`config.mk`:
```
export PLATFORM = sky130hd
export DESIGN_NAME = mux_scan_sel
export DESIGN_NICKNAME = d
export VERILOG_FILES = /design/src/rtl/mux_scan_sel.sv
export SDC_FILE = /design/constraint.sdc
export NUM_CORES = 1
export LEC_CHECK = 0
export BUFFER_PORTS_ARGS = -buffer_cell sky130_fd_sc_hd__clkbuf_2
export CORE_AREA = 2 2 40 42
export CTS_CLUSTER_SIZE = 14
export DETAILED_ROUTE_END_ITERATION = 7
export DIE_AREA = 0 0 42 44
export GPL_TIMING_DRIVEN = 1
export HOLD_SLACK_MARGIN = 0.12
export PLACE_DENSITY = 0.7
export SETUP_SLACK_MARGIN = 0.3
export SYNTH_ARGS = -nofsm -noshare
export SYNTH_HDL_FRONTEND = slang
export SYNTH_SLANG_ARGS = --single-unit
```
`constraint.sdc`:
```
create_clock -name clk -period 1.7 [get_ports clk]
set_clock_uncertainty 0.15 [all_clocks]
set_input_delay 0.255 -clock clk [delete_from_list [all_inputs] [get_ports clk]]
set_output_delay 0.255 -clock clk [all_outputs]
set_load 0.02 [all_outputs]
```
`src/rtl/mux_scan_sel.sv`:
```
// mux_scan_sel: N-channel, W-bit registered multiplexer.
// Direct mode selects a channel by index. Scan mode round-robins over an
// enable mask and holds each channel for DWELL cycles.
module mux_scan_sel #(
  parameter int N_CH  = 4,
  parameter int W     = 1,
  parameter int DWELL = 4,
  parameter int SELW  = $clog2(N_CH)
) (
  input  logic              clk,
  input  logic              rst,
  input  logic [N_CH*W-1:0] din,
  input  logic [SELW-1:0]   sel,
  input  logic              mode,
  input  logic [N_CH-1:0]   ch_en,
  input  logic              start,
  output logic [W-1:0]      y,
  output logic [SELW-1:0]   y_ch,
  output logic              y_vld,
  output logic              busy,
  output logic              wrap
);

  localparam int CNTW = (DWELL > 1) ? $clog2(DWELL) : 1;
  localparam logic [CNTW-1:0] CNT_LAST = CNTW'(DWELL - 1);

  typedef enum logic {IDLE, SCAN} state_t;

  state_t          state;
  logic [SELW-1:0] cur;
  logic [CNTW-1:0] cnt;

  logic [W-1:0]    ch_data [N_CH];
  logic [SELW-1:0] low_idx;
  logic            low_found;
  logic [SELW-1:0] above_idx;
  logic            above_found;
  logic [SELW-1:0] nxt_idx;
  logic            direct_ok;
  logic [W-1:0]    direct_data;

  // Unpack the flat channel bus into an indexable array
  always_comb begin
    for (int unsigned i = 0; i < N_CH; i++) begin
      ch_data[i] = din[i*W +: W];
    end
  end

  // Find the lowest enabled channel and the first enabled channel above cur
  always_comb begin
    low_idx     = '0;
    low_found   = 1'b0;
    above_idx   = '0;
    above_found = 1'b0;
    for (int unsigned i = 0; i < N_CH; i++) begin
      if (ch_en[i] && !low_found) begin
        low_idx   = SELW'(i);
        low_found = 1'b1;
      end
      if (ch_en[i] && !above_found && (SELW'(i) > cur)) begin
        above_idx   = SELW'(i);
        above_found = 1'b1;
      end
    end
    // Falling back to the lowest index means the pass has wrapped
    nxt_idx = above_found ? above_idx : low_idx;
  end

  // Direct-mode data; indices past the last channel give an invalid zero
  always_comb begin
    direct_ok   = ({1'b0, sel} < (SELW+1)'(N_CH));
    direct_data = '0;
    if (direct_ok) begin
      direct_data = ch_data[sel];
    end
  end

  // Scan FSM and registered outputs
  always_ff @(posedge clk) begin
    if (rst) begin
      state <= IDLE;
      cur   <= '0;
      cnt   <= '0;
      y     <= '0;
      y_ch  <= '0;
      y_vld <= 1'b0;
      busy  <= 1'b0;
      wrap  <= 1'b0;
    end else if (!mode) begin
      // Direct capture also cancels any running scan
      state <= IDLE;
      cnt   <= '0;
      y     <= direct_data;
      y_ch  <= sel;
      y_vld <= direct_ok;
      busy  <= 1'b0;
      wrap  <= 1'b0;
    end else begin
      case (state)
        IDLE: begin
          y_vld <= 1'b0;
          wrap  <= 1'b0;
          busy  <= 1'b0;
          if (start && low_found) begin
            state <= SCAN;
            cur   <= low_idx;
            cnt   <= '0;
            busy  <= 1'b1;
          end
        end
        SCAN: begin
          y     <= ch_data[cur];
          y_ch  <= cur;
          y_vld <= 1'b1;
          if (cnt == CNT_LAST) begin
            cnt <= '0;
            if (!low_found) begin
              state <= IDLE;
              busy  <= 1'b0;
              wrap  <= 1'b0;
            end else begin
              cur  <= nxt_idx;
              wrap <= !above_found;
            end
          end else begin
            cnt  <= cnt + 1'b1;
            wrap <= 1'b0;
          end
        end
        default: begin
          state <= IDLE;
          busy  <= 1'b0;
          y_vld <= 1'b0;
          wrap  <= 1'b0;
        end
      endcase
    end
  end

endmodule

```
Word level (Yosys, flattened, before mapping)

Cells that the tools add are included.
W data, S select, Z words.

Add/subtract/negate cells: 1
$lt $le $gt $ge: 6
Equal/unequal tests: 6
Muxes and demuxes: 44
Bitwise operators: 4
Reductions and logical operators: 21

Operator list:

| kind                  | number |
|---|---|
| $mux W1               | 24 |
| $mux W2               | 12 |
| $logic_and A1 B1 Y1   | 11 |
| $pmux W1 S2           | 4 |
| $pmux W2 S2           | 2 |
| $logic_not A1 Y1      | 7 |
| $ge A3 B3 Y1 const B  | 2 |
| $ne A2 B1 Y1 const B  | 3 |
| $not A2 Y3            | 2 |
| $bmux W1 S2           | 2 |
| $gt A1 B2 Y1 const A  | 2 |
| $gt A2 B2 Y1 const A  | 2 |
| $ne A2 B2 Y1 const B  | 2 |
| $reduce_and A4 Y1     | 1 |
| $add A2 B1 Y2 const B | 1 |
| $eq A2 B2 Y1 const B  | 1 |
| $not A1 Y1            | 2 |
| $reduce_and A2 Y1     | 1 |
| $reduce_or A2 Y1      | 1 |

Register bits: 11
Input bits: 14
Output and inout port bits: 6
Logic and storage cells: 90

Logic depth before layout (Yosys ltp)

Depth in word-level cells: 19
Depth in mapped cells: 5
Gate-level depth less buffers: 5

Least setup slack after synthesis

OpenSTA, ideal clock, no wires.

Kind: input to register
Start: input port ch_en[2]
End: register cur[0]
Arrival time: 1.150 ns
Data required time: 1.459 ns
Slack: 0.309 ns
Stages on the path: 3
Path buffers: 0
Cell sequence: or4_4 -> and3_4 -> a311oi_1

Longest elaborated chain between the ends: 11
Elaborated cells between the ends (all ways): 25

RTL lines:

| what                                      | line | RTL |
|---|---|---|
| start: declaration                        | 15   | `input logic [N_CH-1:0] ch_en,` |
| $logic_and A1 B1 Y1 (2 in series)         | 60   | `if (ch_en[i] && !above_found && (SELW'(i) > cur)) begin` |
| $mux W1                                   | 60   |  |
| $logic_not A1 Y1                          | 60   |  |
| $logic_and A1 B1 Y1 (2 in series)         | 60   |  |
| $mux W2 / $mux W1 (equally long branches) | 60   |  |
| $mux W2                                   | 66   | `nxt_idx = above_found ? above_idx : low_idx;` |
| $mux W2                                   | 117  | `if (!low_found) begin` |
| $mux W2                                   | 115  | `if (cnt == CNT_LAST) begin` |
| $pmux W2 S2                               | 99   | `case (state)` |
| end signal: assignment                    | 106  | `cur <= low_idx;` |
| end signal: assignment                    | 122  | `cur <= nxt_idx;` |
| end: declaration                          | 30   | `logic [SELW-1:0] cur;` |

Parallel ways exist; a longest one is shown, timed or not. The select of a mux whose other input is x is not followed.
A chain may end at the register's enable or synchronous reset.

Final worst setup path

Start: register cnt[0]
End: register cur[1]

Longest elaborated chain between the ends: 3

RTL lines:

| what                               | line | RTL |
|---|---|---|
| start: declaration                 | 31   | `logic [CNTW-1:0] cnt;` |
| start signal: assignment           | 126  | `cnt <= cnt + 1'b1;` |
| $eq A2 B2 Y1                       | 115  |  |
| $ne A2 B1 Y1 (no source line)      | n/a  |  |
| $reduce_and A4 Y1 (no source line) | n/a  |  |

No other way between the ends.

==> summary.md <==
| Metric | Value |
|---|---|
| Area occupied by multi-input gates | `403 um2` |
| Worst Hold Launch | `sel[0]` |
| Critical path class | `reg2reg` |
| Final setup viols | `0` |
| NumNets Final | `109` |
| Overall Power | `0.596 mW` |
| Final hold vios | `0` |
| Crit path time final | `1.38 ns` |
| Achievable Freq | `0.727 GHz` |
| Fill cell count | `126` |
| Worst-case clock buffer depth | `2` |
| CTS tree | `done` |
| PortBufs | `19` |
| I/O Pins | `20` |
| Placement Setup Slack | `0.123 ns` |
| First-pass GRT wire length | `2320 um` |
| Worst Tran Pin Value | `0.277 ns` |
| Post-Syn Nets | `82` |
| Post-synth EDFFs | `0` |
| Crit share post-route | `0.810` |
| Mapped Cells | `67` |
| Via count | `592` |
| Hold crit path type | `in2reg` |
| GR Util All Layers | `0.170` |
| # H-tree levels | `1` |
| Cell count of the worst hold path | `3` |
| DIE HEIGHT | `44 um` |
| Core Util, Final | `0.585` |
| Worst reg2reg setup slack | `0.32 ns` |
| Synth area leader | `dfxtp_1` |
| RSZ-0062 raised after global routing | `true` |
| CTS root buf | `clkbuf_4` |
| Rel. slew slack | `0.815` |
| Area Overhead vs Synth | `35.0%` |
| Max incr delay on CP | `0.34 ns` |
| Final Max Tran Viols | `0` |
| Ys flop type | `dfxtp_1` |
| Hold Crit Endpoint | `y_ch[0]` |
| Initial core utilization | `0.433` |
| Slowest cell on crit path | `dfxtp_2` |
| Num rows | `14` |
| Grt ovf | `0` |
| 1st-iter DRT viols | `8` |
| Worst-path clk slew | `0.07 ns` |
| Total Routed Length | `1360 um` |
| Post-synth top cells | `dfxtp_1 (11), nor2_1 (11), a21oi_1 (5)` |
| Pin count of the biggest net entering global routing | `10` |
| Global placement routability congestion | `0.764` |
| Pre-antenna DRT Iters | `4` |
| Total CTS buffers | `3` |
| Crit-path cells | `ha_4 -> mux2_4 -> and3_4 -> nor2_1 -> a311oi_2` |
| Drt via density | `5.43` |
| Synthesized area | `614 um2` |
| R2R cell count | `5` |
| CP endpoint kind | `flop` |
| Reg-to-reg endpoint | `cur[1]` |
| Synth Warn # | `0` |
| P per Cell Area | `718 nW/um2` |
| WL/cell | `12.5 um` |
| CP top delay family | `flip-flops` |
| Post-detail-place hpwl | `993 um` |
| Vias in the first global route | `557` |
| Seq/Total Area, Yosys | `0.358` |
| Syn_area_per_cell | `9.17 um2` |
| Die W | `42 um` |
| Worst VDD drop | `0.392 mV` |
| Worst endpoint required time | `1.70 ns` |
| Share of layout cells above drive strength 1 | `0.441` |
| Core area | `1420 um2` |
| Drt drc | `0` |
| Final worst slack | `0.324 ns` |
| Arrival time at the worst endpoint | `1.38 ns` |
| Total clock sinks | `11` |
| Worst path bufs/invs | `0` |
| Synth async-reset ratio | `0` |
| Die area | `1850 um2` |
| Flop and latch count out of synthesis | `11` |
| Post-route ant nets | `0` |
| P_leak | `0.331 nW` |
| Worst-path fanout max | `4` |
| Initial antenna violation count | `0` |
| Max Cap Viol | `0` |
| CP Launch Type | `flop` |
| Top post-synthesis cells by area | `dfxtp_1 (36%), mux4_2 (7.3%), nor2_1 (6.7%), mux2i_1 (4.9%), a21oi_1 (4.1%)` |
| Status | `finished, final reports clean` |
| Register area | `231 um2` |
| Yosys top cell area share | `0.358` |
| Worst r2r src | `cnt[0]` |
| Worst-skew pair later-pin latency | `0.27 ns` |
| Diodes inserted | `0` |
| Fin Setup TNS | `0 ns` |
| Post-synth cell types | `26` |
metrics by stage:
| step | instance area, um2 | hold slack, ns | cells |
|---|---|---|---|
| 2_1_floorplan | 614 | 0.174 | 67 |
| 3_3_place_gp | 719 | 0.298 | 102 |
| 3_5_place_dp | 719 | 0.306 | 102 |
| 4_1_cts | 788 | 0.130 | 108 |
| 5_1_grt | 830 | 0.164 | 109 |
| 6_report | 830 | 0.136 | 109 |
worst register-to-register path, stage by stage, from the launching register on:
cell	delay (ns)
dfxtp_2	0.34
ha_4	0.16
mux2_4	0.25
and3_4	0.19
nor2_1	0.12
a311oi_2	0.06
worst max-delay path by stage:
stage / start / end / slack [ns] / cells past startpoint
floorplan: ch_en[2] / cur[0] / 0.31 / 3
global placement: ch_en[2] / cur[0] / 0.14 / 4
detailed placement: ch_en[2] / cur[0] / 0.12 / 4
CTS: cnt[0] / cur[0] / 0.29 / 4
global route: cnt[0] / cur[1] / 0.25 / 5
finish: cnt[0] / cur[1] / 0.32 / 5
final cells by class:
class	count	area share
Multi-Input combinational cell	51	0.486
Sequential cell	11	0.279
Timing Repair Buffer	24	0.166
Clock buffer	4	0.0317
Tap cell	16	0.0241
Inverter	3	0.0136
cell families (layout without fill, tap and decap cells):
family	count (synthesis)	after routing	synth area share
buffers and inverters	5	31	0.0591
and+or+nand+nor	26	26	0.218
adders and majority gates	1	1	0.0204
AOI/OAI and AO/OA	18	18	0.204
DFF	11	11	0.358
muxes	6	6	0.141
per-layer routing:
layer	wire length [um]	GRT usage	up-vias
li1	-	-	300
met1	580	0.204	275
met2	705	0.281	13
met3	39	0.0250	4
met4	36	0.116	0
met5	0	0	-
cell usage in the layout (no fill, tap or decap), types with 5 or more instances in the layout:
cell       n
clkbuf_2  19
nor2_1    11
a21oi_1    5
dfxtp_1    6
power by group:
group / total (mW) / internal, mW / switching [mW] / leakage, nW
clock: 0.183 / 0.0910 / 0.0918 / 0.0150
sequential: 0.282 / 0.270 / 0.0123 / 0.0931
combinational: 0.131 / 0.0668 / 0.0638 / 0.223
total: 0.596 / 0.428 / 0.168 / 0.331
flip-flops by register name, summed over array words and instances, names as in the netlist:
register and flops:
y_vld 1, cnt 2, state 1, busy 1, wrap 1, y 1
cur 2, y_ch 2
timing repair:
item,CTS,global route
resized for setup,8,7
setup endpoints to repair,3,3
endpoints found under the hold margin,6,0
setup buffers,0,1
pin swaps,3,3
hold buffers,2,0
(Power assumes the default switching activity.)
